==> src/rtl/dmem_port_arbiter.sv <==
// dmem_port_arbiter: shares a single-port data memory between the core
// load/store path (port 0) and the debug/loader path (port 1), one
// transaction at a time, with a fixed memory read latency.
module dmem_port_arbiter #(
    parameter int unsigned MEM_LATENCY = 1,
    parameter int unsigned DMEM_WORDS  = 1024,
    parameter int unsigned FIXED_PRIO  = 0
) (
    input  logic                          clk,
    input  logic                          reset_n,
    input  logic                          p0_valid,
    output logic                          p0_ready,
    input  logic                          p0_we,
    input  logic [31:0]                   p0_addr,
    input  logic [31:0]                   p0_wdata,
    input  logic [3:0]                    p0_wstrb,
    output logic                          p0_rvalid,
    output logic [31:0]                   p0_rdata,
    output logic                          p0_err,
    input  logic                          p1_valid,
    output logic                          p1_ready,
    input  logic                          p1_we,
    input  logic [31:0]                   p1_addr,
    input  logic [31:0]                   p1_wdata,
    input  logic [3:0]                    p1_wstrb,
    output logic                          p1_rvalid,
    output logic [31:0]                   p1_rdata,
    output logic                          p1_err,
    output logic                          mem_en,
    output logic                          mem_we,
    output logic [$clog2(DMEM_WORDS)-1:0] mem_addr,
    output logic [31:0]                   mem_wdata,
    output logic [3:0]                    mem_wstrb,
    input  logic [31:0]                   mem_rdata,
    output logic                          busy,
    output logic                          grant_id
);
    localparam int unsigned AW = $clog2(DMEM_WORDS);
    localparam int unsigned CW = 2;
    localparam logic [32:0] ADDR_LIMIT = 33'(DMEM_WORDS) << 2;

    localparam logic [1:0] S_IDLE  = 2'd0;
    localparam logic [1:0] S_ISSUE = 2'd1;
    localparam logic [1:0] S_WAIT  = 2'd2;
    localparam logic [1:0] S_RESP  = 2'd3;

    logic [1:0]    state_q, state_d;
    logic          gnt_c, accept_c;
    logic          last_grant_q, owner_q, req_we_q, req_err_q;
    logic [CW-1:0] cnt_q;
    logic          sel_we_c, sel_err_c;
    logic [31:0]   sel_addr_c, sel_wdata_c, resp_data_c;
    logic [3:0]    sel_wstrb_c;

    // Arbitration, handshake and range check of the winning request
    always_comb begin
        gnt_c = 1'b0;
        if (p0_valid && p1_valid) begin
            gnt_c = (FIXED_PRIO != 0) ? 1'b1 : ~last_grant_q;
        end else begin
            gnt_c = p1_valid;
        end
        accept_c    = reset_n && (state_q == S_IDLE) && (p0_valid || p1_valid);
        p0_ready    = accept_c && !gnt_c;
        p1_ready    = accept_c && gnt_c;
        sel_we_c    = gnt_c ? p1_we    : p0_we;
        sel_addr_c  = gnt_c ? p1_addr  : p0_addr;
        sel_wdata_c = gnt_c ? p1_wdata : p0_wdata;
        sel_wstrb_c = gnt_c ? p1_wstrb : p0_wstrb;
        sel_err_c   = ({1'b0, sel_addr_c} >= ADDR_LIMIT) ||
                      ((sel_addr_c[1:0] != 2'b00) && (sel_wstrb_c == 4'hF));
        resp_data_c = (state_q == S_WAIT && !req_we_q && !req_err_q) ? mem_rdata : 32'h0;
    end

    // Next-state logic
    always_comb begin
        state_d = state_q;
        case (state_q)
            S_IDLE:  if (accept_c) state_d = S_ISSUE;
            S_ISSUE: state_d = req_err_q ? S_RESP : S_WAIT;
            S_WAIT:  if (cnt_q == '0) state_d = S_RESP;
            S_RESP:  state_d = S_IDLE;
            default: state_d = S_IDLE;
        endcase
    end

    // State register
    always_ff @(posedge clk or negedge reset_n) begin
        if (!reset_n) state_q <= S_IDLE;
        else          state_q <= state_d;
    end

    // Request latch, memory strobes, latency counter and response registers
    always_ff @(posedge clk or negedge reset_n) begin
        if (!reset_n) begin
            last_grant_q <= 1'b1;
            owner_q      <= 1'b0;
            req_we_q     <= 1'b0;
            req_err_q    <= 1'b0;
            cnt_q        <= '0;
            grant_id     <= 1'b0;
            busy         <= 1'b0;
            mem_en       <= 1'b0;
            mem_we       <= 1'b0;
            mem_addr     <= '0;
            mem_wdata    <= 32'h0;
            mem_wstrb    <= 4'h0;
            p0_rvalid    <= 1'b0;
            p0_rdata     <= 32'h0;
            p0_err       <= 1'b0;
            p1_rvalid    <= 1'b0;
            p1_rdata     <= 32'h0;
            p1_err       <= 1'b0;
        end else begin
            mem_en    <= 1'b0;
            mem_we    <= 1'b0;
            p0_rvalid <= 1'b0;
            p1_rvalid <= 1'b0;
            busy      <= (state_d != S_IDLE);
            if (accept_c) begin
                owner_q      <= gnt_c;
                last_grant_q <= gnt_c;
                grant_id     <= gnt_c;
                req_we_q     <= sel_we_c;
                req_err_q    <= sel_err_c;
                mem_en       <= !sel_err_c;
                mem_we       <= sel_we_c && !sel_err_c;
                mem_addr     <= sel_addr_c[AW+1:2];
                mem_wdata    <= sel_wdata_c;
                mem_wstrb    <= sel_wstrb_c;
            end
            if (state_q == S_ISSUE) begin
                cnt_q <= CW'(MEM_LATENCY - 1);
            end else if (state_q == S_WAIT && cnt_q != '0) begin
                cnt_q <= cnt_q - CW'(1);
            end
            if (state_d == S_RESP) begin
                if (owner_q) begin
                    p1_rvalid <= 1'b1;
                    p1_rdata  <= resp_data_c;
                    p1_err    <= req_err_q;
                end else begin
                    p0_rvalid <= 1'b1;
                    p0_rdata  <= resp_data_c;
                    p0_err    <= req_err_q;
                end
            end
        end
    end
endmodule
==> config.mk <==
export PLATFORM = sky130hd
export DESIGN_NAME = dmem_port_arbiter
export DESIGN_NICKNAME = d
export VERILOG_FILES = /design/src/rtl/dmem_port_arbiter.sv
export SDC_FILE = /design/constraint.sdc
export NUM_CORES = 1
export LEC_CHECK = 0
export BUFFER_PORTS_ARGS = -buffer_cell sky130_fd_sc_hd__buf_2
export CAP_MARGIN = 30
export CORE_ASPECT_RATIO = 1.5
export CORE_UTILIZATION = 30
export CTS_BUF_LIST = sky130_fd_sc_hd__clkbuf_2
export DETAILED_ROUTE_END_ITERATION = 8
export PLACE_DENSITY = 0.57
export SYNTH_ARGS = -nofsm -noshare
export SYNTH_HDL_FRONTEND = slang
export SYNTH_SLANG_ARGS = --single-unit
==> constraint.sdc <==
create_clock -name clk -period 2.35 [get_ports clk]
set_clock_uncertainty 0.1 [all_clocks]
set_input_delay 0.235 -clock clk [delete_from_list [all_inputs] [get_ports clk]]
set_output_delay 0.235 -clock clk [all_outputs]
set_load 0.01 [all_outputs]
==> results.md <==
* Outcome: finished, violations left
* Failing checks: DRC, setup timing
* CTS root buf: clkbuf_2
* Initial DRT Pass Iterations at 9
* HP Class: in -> reg
* Total CTS buffers at 17
* Clock transition at the registers of the reported paths at 0.17 ns
* Layout cells sized above 1 at 0.478
* Post-Route WL at 18000 microns
* DP Worst Slack at 0.0377 ns
* Hold_ws at 0.141 ns
* CP Data Required Time at 2.81 ns
* Worst Tran Pin Value at 0.656 ns
* Slew Viols, Final at 0
* Final setup vio count at 1
* Routability congestion estimate from global placement at 0.809
* Minimum clock period at 2.44 ns
* Vias per inst at 4.84
* Register area share after synthesis at 0.584
* Crit. End Element: flop
* H-tree level count at 4
* Pleak at 4.95 nW
* TritonCTS clock tree: done
* Final Cycle Share at 1.04
* FF+latch count, synth at 125
* DR DRC count at 29
* Max-slew headroom at 0.563
* Largest net degree at the start of global routing at 124
* Reg2Reg Depth at 9
* Post-DP HPWL at 10600 microns
* Syn_area_per_cell at 13.1 sq um
* Crit-path max FO at 3
* Routed vias at 5352
* DRT antenna net count at 0
* Cells after DPL at 902
* Final setup margin at -0.0938 ns
* Startpoint types: input pin
* Main synth FF type: dfrtp_1
* Final Cell Area at 0.00917 sq mm
* # rows at 59
* Max cap viols at 0
* Grt ovf at 0
* Power density over cell area at 993 mW/mm^2
* Die footprint at 0.0184 sq mm
* Chip height at 166 microns
* Fin util at 0.526
* Final Hold Vio Count at 0
* Worst vdd ir at 0.604 mV
* Total placed instance area at 0.00710 sq mm
* Wirelength per Cell at 16.3 microns
* Vias in the first global route at 5674
* Final #Nets at 1057
* Die W at 111 microns
* DR iter-0 viols at 344
* Starting Density at 0.308
* Fmax at 409 MHz
* Yosys cell types at 37
* Kind of critical path: in -> reg
* Worst EP arrival at 2.90 ns
* Initial antenna violation count at 2
* Syn. warnings at 0
* Syn-to-layout area delta at 71.1%
* Net Count, Synth at 589
* Syn Inst Count at 410
* First-pass GRT wire length at 27400 microns
* Unrepaired setup endpoints after global routing: yes
* Port bufs at 293
* Clk_lat worst skew at 0.65 ns
* Total GRT Usage at 0.188
* Clock tree sinks at 125
* Max Root-Sink Buffers at 2
* Post-synth EDFFs at 0
* IO Count at 294
* FF-to-FF setup slack at 0.03 ns
* Min-Delay Path Depth at 4
* Core area at 0.0174 sq mm
* Post-Syn Area at 0.00536 sq mm
* Fin cells at 1106
* Synth async-reset ratio at 1.00
* Setup TNS at -0.0938 ns
* Power Total at 9.10 mW
## critical path, cell delays in order
cell and delay [ns]:
dlygate4sd3_1 0.53, buf_2 0.12, nor4_1 0.18, dlygate4sd3_1 0.60, and4_1 0.19, dlygate4sd3_1 0.61
o2111ai_4 0.17, a31o_2 0.27
## logic make-up after synthesis
kind of cell	synth area share
buffers and inverters	0.0504
muxes	0.164
adders and majority gates	0.0117
AOI/OAI and AO/OA	0.100
DFF	0.584
and+or+nand+nor	0.0873
xor gates and xnor gates	0.00164
## registers in the layout, indices dropped and copies added, names as in the netlist, 2 cells and up
signal and cells:
state_q 2, p1_rdata 32, mem_wstrb 4, p0_rdata 32, mem_wdata 32, cnt_q 2
mem_addr 10
## Yosys cell counts (2+ instances only)
| master | count | share of area |
|---|---|---|
| o22ai_1 | 10 | 0.012 |
| a222oi_1 | 32 | 0.060 |
| o2111ai_1 | 4 | 0.0065 |
| mux2_2 | 32 | 0.067 |
| mux2_1 | 8 | 0.017 |
| nand2b_1 | 2 | 0.0023 |
| nor2_1 | 23 | 0.016 |
| mux2_4 | 26 | 0.073 |
| a21oi_1 | 4 | 0.0037 |
| buf_6 | 4 | 0.0084 |
| nand2_1 | 10 | 0.0070 |
| nor4_1 | 8 | 0.0093 |
| o21ai_0 | 5 | 0.0047 |
| or4_1 | 3 | 0.0042 |
| clkinv_1 | 2 | 0.0014 |
| ha_1 | 5 | 0.012 |
| mux2i_1 | 4 | 0.0075 |
| dfrtp_1 | 124 | 0.58 |
| and2_1 | 33 | 0.039 |
| buf_2 | 6 | 0.0056 |
| inv_1 | 37 | 0.026 |
| clkbuf_1 | 13 | 0.0091 |
## layout by cell type (no fill, tap or decap), types with 16 or more instances in the layout
cell type      synthesis  final
nor2_1                23     23
dfrtp_1              124    124
a222oi_1              32     32
mux2_2                32     32
buf_2                  6    292
clkbuf_2               0     20
mux2_4                26     26
dlygate4sd3_1          0    152
inv_1                 37     35
buf_4                  0     16
and2_1                33     33
## power by group
part	total (mW)	internal (mW)	switching, mW	leakage (nW)
registers	3.37	2.91	0.463	1.63
logic	4.44	2.43	2.02	3.18
clock network	1.29	0.489	0.797	0.137
## worst paths after layout
kind,startpoint,end
max in group asynchronous,reset_n,p0_rdata[31]
worst min register to register,mem_wdata[19],mem_wdata[19]
worst max-delay path,p1_addr[12],req_err_q
min in group asynchronous,reset_n,mem_wdata[16]
worst max register to register,state_q[0],mem_wdata[8]
worst min-delay path,p0_addr[1],mem_en
## layer usage
layer / GRT usage / vias up / part of all wire
met5: 0 / - / 0
met4: 0.0911 / 0 / 0.028
met3: 0.0479 / 43 / 0.060
met2: 0.355 / 261 / 0.55
met1: 0.191 / 2625 / 0.36
li1: - / 2423 / -
## repair_timing
action                     4_1_cts  5_1_grt
setup buffers                    8        5
pin swaps                        2        4
setup endpoints to repair        7       23
hold buffers                   144       11
gates resized for setup          9        9
hold endpoints to repair       242        5
gates cloned                     1        4
## area by class of cell
type                    count  area [sq um]
fillers                  1510          8260
repair buffers            472          3370
flip-flops and latches    125          3130
multi-input cells         223          2030
well taps                 213           267
inverters                  39           148
clock inverters            12           123
clock buffers              20           100
diodes                      2          5.00
Note: power is estimated with default switching activity, not from simulation.
